===== src/rtl/episode_controller.sv =====
// Episode sequencer for the 5x5 grid-world Q-learning datapath: walks the grid through the
// external transition block and hands each accepted (s, a, s') to the Q-update engine.
module episode_controller #(
    parameter int STATES_WIDTH   = 5,
    parameter int ACTIONS_WIDTH  = 2,
    parameter int START_STATE    = 0,
    parameter int GOAL_STATE     = 24,
    parameter int MAX_STEPS      = 64,
    parameter int STEP_CNT_WIDTH = 8,
    parameter int MAX_RETRIES    = 4
) (
    input  logic                      i_clk,
    input  logic                      i_rst_n,
    input  logic                      i_run,
    input  logic [ACTIONS_WIDTH-1:0]  i_random_action,
    output logic                      o_rand_req,
    output logic [STATES_WIDTH-1:0]   o_st,
    output logic [ACTIONS_WIDTH-1:0]  o_at,
    input  logic [STATES_WIDTH-1:0]   i_next_st,
    input  logic                      i_re_random,
    output logic                      o_step_valid,
    input  logic                      i_step_ready,
    output logic [STATES_WIDTH-1:0]   o_step_st,
    output logic [ACTIONS_WIDTH-1:0]  o_step_at,
    output logic [STATES_WIDTH-1:0]   o_step_next_st,
    output logic                      o_step_goal,
    output logic                      o_step_wall,
    output logic [STEP_CNT_WIDTH-1:0] o_step_cnt,
    output logic [15:0]               o_episode_cnt,
    output logic                      o_episode_done,
    output logic                      o_busy
);

    // state  | meaning
    // IDLE   | waiting for i_run
    // INIT   | load start state, clear step and retry counts
    // SELECT | request a random action and latch it into o_at
    // EVAL   | transition block result valid: accept, retry, or force a self-loop
    // ISSUE  | transition offered to the Q-update engine, held until ready
    // DONE   | episode finished: pulse done, bump episode count
    typedef enum logic [2:0] {
        IDLE   = 3'd0,
        INIT   = 3'd1,
        SELECT = 3'd2,
        EVAL   = 3'd3,
        ISSUE  = 3'd4,
        DONE   = 3'd5
    } state_t;

    localparam int RETRY_WIDTH = (MAX_RETRIES > 1) ? $clog2(MAX_RETRIES) : 1;
    localparam logic [RETRY_WIDTH-1:0]    RETRY_LAST = RETRY_WIDTH'(MAX_RETRIES - 1);
    localparam logic [STATES_WIDTH-1:0]   START_ST   = STATES_WIDTH'(START_STATE);
    localparam logic [STATES_WIDTH-1:0]   GOAL_ST    = STATES_WIDTH'(GOAL_STATE);
    localparam logic [STEP_CNT_WIDTH-1:0] STEP_LAST  = STEP_CNT_WIDTH'(MAX_STEPS - 1);

    state_t                 state;
    logic [RETRY_WIDTH-1:0] retry;

    always_ff @(posedge i_clk) begin
        if (!i_rst_n) begin
            state          <= IDLE;
            retry          <= '0;
            o_st           <= START_ST;
            o_at           <= '0;
            o_rand_req     <= 1'b0;
            o_step_valid   <= 1'b0;
            o_step_st      <= '0;
            o_step_at      <= '0;
            o_step_next_st <= '0;
            o_step_goal    <= 1'b0;
            o_step_wall    <= 1'b0;
            o_step_cnt     <= '0;
            o_episode_cnt  <= '0;
            o_episode_done <= 1'b0;
            o_busy         <= 1'b0;
        end else begin
            o_rand_req     <= 1'b0;
            o_episode_done <= 1'b0;
            case (state)
                IDLE: begin
                    if (i_run) begin
                        state  <= INIT;
                        o_busy <= 1'b1;
                    end
                end
                INIT: begin
                    o_st       <= START_ST;
                    o_step_cnt <= '0;
                    retry      <= '0;
                    o_rand_req <= 1'b1;
                    state      <= SELECT;
                end
                SELECT: begin
                    o_at  <= i_random_action;
                    state <= EVAL;
                end
                EVAL: begin
                    if (!i_re_random) begin
                        o_step_st      <= o_st;
                        o_step_at      <= o_at;
                        o_step_next_st <= i_next_st;
                        o_step_goal    <= (i_next_st == GOAL_ST);
                        o_step_wall    <= 1'b0;
                        retry          <= '0;
                        o_step_valid   <= 1'b1;
                        state          <= ISSUE;
                    end else if (retry != RETRY_LAST) begin
                        retry      <= retry + 1'b1;
                        o_rand_req <= 1'b1;
                        state      <= SELECT;
                    end else begin
                        // Too many wall hits in a row: stay put and report it as a step.
                        o_step_st      <= o_st;
                        o_step_at      <= o_at;
                        o_step_next_st <= o_st;
                        o_step_goal    <= (o_st == GOAL_ST);
                        o_step_wall    <= 1'b1;
                        retry          <= '0;
                        o_step_valid   <= 1'b1;
                        state          <= ISSUE;
                    end
                end
                ISSUE: begin
                    if (i_step_ready) begin
                        o_step_valid <= 1'b0;
                        o_st         <= o_step_next_st;
                        o_step_cnt   <= o_step_cnt + 1'b1;
                        if (o_step_goal || (o_step_cnt == STEP_LAST)) begin
                            o_episode_done <= 1'b1;
                            state          <= DONE;
                        end else begin
                            o_rand_req <= 1'b1;
                            state      <= SELECT;
                        end
                    end
                end
                DONE: begin
                    o_episode_cnt <= o_episode_cnt + 1'b1;
                    if (i_run) begin
                        state <= INIT;
                    end else begin
                        state  <= IDLE;
                        o_busy <= 1'b0;
                    end
                end
                default: begin
                    state  <= IDLE;
                    o_busy <= 1'b0;
                end
            endcase
        end
    end

endmodule


===== config.mk =====
export PLATFORM = sky130hd
export DESIGN_NAME = episode_controller
export DESIGN_NICKNAME = d
export VERILOG_FILES = /design/src/rtl/episode_controller.sv
export SDC_FILE = /design/constraint.sdc
export NUM_CORES = 1
export LEC_CHECK = 0
export ABC_AREA = 1
export BUFFER_PORTS_ARGS = -buffer_cell sky130_fd_sc_hd__clkbuf_2
export CORE_UTILIZATION = 37
export CTS_CLUSTER_DIAMETER = 30
export DETAILED_ROUTE_END_ITERATION = 6
export GPL_ROUTABILITY_DRIVEN = 0
export MAX_ROUTING_LAYER = met4
export PLACE_DENSITY_LB_ADDON = 0.15
export SYNTH_ARGS = -nofsm -noshare
export SYNTH_HDL_FRONTEND = slang
export SYNTH_SLANG_ARGS = --single-unit

===== constraint.sdc =====
create_clock -name i_clk -period 1.3 [get_ports i_clk]
set_input_delay 0 -clock i_clk [delete_from_list [all_inputs] [get_ports i_clk]]
set_output_delay 0 -clock i_clk [all_outputs]
set_load 0.05 [all_outputs]

==> results.ini <==
[sta]
setup_viol=0
hold_viol_final=0
hold_ws_ps=0.704
min_period_ps=1280
rsz0062_at_grt=true
timing.fmax_mhz=782
period_share_pct=98.4
fin_skew_ps=7.65
fin_setup_tns_ps=0
slew_viol_final=0
tightestPinTransition_ps=285
slew_headroom_pct=80.8

[worst_setup_path]
worst-endpoint-arrival_ps=1500
critPathKind=reg -> reg
critPathLaunchType=flop
required_ps=1520
end_kind=flop
path_max_fanout=8
crit_slowest_cell=dfxtp_2
cpPeakStageDelay_ps=360
cp_cell_sequence=buf_4 -> nor2_4 -> nand3_2 -> nand2_4 -> buf_6 -> o21ai_0 -> o211a_1

[die]
die_x_um=85.3
die_h_um=85.3
design.core.area_mm2=0.00653
ioPinCount=61
rows=29
start_util_pct=39.3
die-area_mm2=0.00727

[power_and_ir_drop]
leakage_nw=1.59
ir_drop_uv=481
p_per_area_mw_per_mm2=965

[synthesis]
ys.flop_type=dfxtp_1
synthXorXnorAreaFrac_pct=0.683
ys_ff_latch=54
yosys.area_share.simple_pct=32.1
syn_inst=354
synthAdderAreaFrac_pct=1.46
yosysMostFrequentCell=nand2_1
syn-cell-area_mm2=0.00256
synth_area_per_cell_um2=7.25
synth_edf_count=0
synth_top_family_by_area=simple AND/OR/NAND/NOR gates
async_flop_share_pct=0
synth_compound_area_share_pct=14.9
yosysSeqAreaShare_pct=42.1
syn_nets=369
synthTopCellsByCount=72 x nand2_1, 54 x dfxtp_1, 52 x nor2_1
synth_top_area_cell=dfxtp_1
synth.top_cell.area_share_pct=42.1
synth_mux_area_share_pct=0
synth_area_leaders=dfxtp_1 42%, nand2_1 11%, nor2_1 7.6%
yosys_warnings=0
ys_types=36

[clock_tree]
cts_root_buf=clkbuf_8
clk-insertion-delay-late_ps=320
path_clk_slew_ps=110
cts_tree=built
cts-htree-levels=2
cts_max_path_buffers=2
cts_made_buffers=5
cts.sink_count=54

[grt]
antenna_found_initial=0
grt_pass1_wl_mm=10.3
overflow=0
grt_pass1_vias=2202
grt_max_degree=19
grtUsageTotal_pct=18.5

[placement]
io_buffer_count=60
dp_hpwl_mm=4.70

[job]
maxCapViolCount=0

[hold_path]
hp-class=in -> reg

[cells_and_area]
drive_gt1_share_pct=38.3
utilization_pct=53.7
area_delta_synth_final_pct=36.8
num-fill-cells=663
layout.nets=466
n_antenna_cell=0

[route]
postRouteAntennaNets=0
dr.pass1.iters=4
vias=2566
routed_via_density=4.85
post-route-drc-count=0
drt_wl_total_mm=6.44
drtIter0Drc=83
avgRoutedWirePerCell_um=12.2

[status]
status=finished clean

cells by family (layout without fill, tap and decap cells):
family / Yosys count / in the layout
AO/OA/AOI/OAI: 68 / 68
XOR/XNOR: 2 / 2
adder cells (fa/ha/maj): 3 / 3
buffers and inverters: 53 / 150
flip-flops: 54 / 54
AND/OR/NAND/NOR: 174 / 175
final cells by class:
type | instances | area, um2 | area share (%)
multi-input combinational | 248 | 1390 | 39.7
sequential | 54 | 1120 | 32.0
timing repair buffer | 99 | 632 | 18.0
inverter | 43 | 171 | 4.88
tap | 77 | 96.3 | 2.75
clock buffer | 5 | 68.8 | 1.96
clock inverter | 3 | 25.0 | 0.713
metrics by stage:
step                      std cells  cell area [um2]  total power, mW  setup slack (ps)
after detailed placement        509             3190             2.35             -31.7
final                           529             3510             3.39              21.1
after CTS                       522             3340             3.37              12.9
after floorplan                 354             2640             2.19             -8.03
after global routing            529             3510             3.55             -46.8
after global placement          509             3190             2.35             -36.1
repair_timing:
action	CTS	global route
buffers inserted	2	6
hold endpoints to repair	3	0
hold buffers	3	0
setup endpoints to repair	17	38
gates cloned	0	1
pin swaps	1	20
resized for setup	5	33
cells in the final DEF, fill, tap and decap left out, types with 5 or more instances in the layout:
cell type / synthesis / routed
nand2_2: 2 / 7
clkbuf_2: 0 / 60
nand3_1: 19 / 17
a21oi_1: 25 / 25
a211oi_1: 5 / 5
dfxtp_4: 0 / 6
buf_4: 0 / 30
o21ai_1: 3 / 7
clkbuf_8: 0 / 5
inv_1: 36 / 35
nor2_4: 3 / 9
nand4_1: 5 / 5
dfxtp_1: 54 / 33
dfxtp_2: 0 / 15
buf_6: 3 / 5
nor2_1: 52 / 49
nand2_1: 72 / 65
o21ai_0: 26 / 21
power by group:
part | leakage [nW] | total [mW] | switching (mW) | internal [mW]
logic | 1.10 | 0.630 | 0.410 | 0.220
registers | 0.449 | 1.75 | 0.0517 | 1.70
clock network | 0.0447 | 1.00 | 0.612 | 0.391
total | 1.59 | 3.39 | 1.07 | 2.31
final timing paths:
| path | startpoint | endpoint | slack (ps) | cells past startpoint |
|---|---|---|---|---|
| worst max-delay path | state[0] | o_step_cnt[0] | 20 | 7 |
| worst min register to register | retry[0] | retry[0] | 460 | 1 |
| worst min-delay path | i_rst_n | state[2] | 0.7 | 3 |
| worst max register to register | state[0] | o_step_cnt[0] | 20 | 7 |
state kept, by name, summed over array words and instances (netlist names):
| register | flops |
|---|---|
| o_episode_cnt | 16 |
| o_step_valid | 1 |
| o_step_at | 2 |
| o_step_goal | 1 |
| o_rand_req | 1 |
| o_busy | 1 |
| o_step_wall | 1 |
| retry | 2 |
| o_st | 5 |
| o_step_st | 5 |
| state | 3 |
| o_step_next_st | 5 |
| o_step_cnt | 8 |
| o_at | 2 |
| o_episode_done | 1 |
critical path, delay by kind of cell (launching register included):
family | cells | cell delay [ps]
AOI/OAI and AO/OA | 2 | 180
DFF | 1 | 360
buffers and inverters | 2 | 290
and+or+nand+nor | 3 | 360
metal layers:
| metal | up-vias | track usage [%] | part of all wire (%) |
|---|---|---|---|
| met5 | - | - | 0 |
| met3 | 6 | 3.70 | 3.4 |
| met4 | 0 | 5.61 | 1.2 |
| met2 | 53 | 29.0 | 45 |
| met1 | 1161 | 24.0 | 51 |
| li1 | 1346 | - | - |
(Power assumes the default switching activity.)
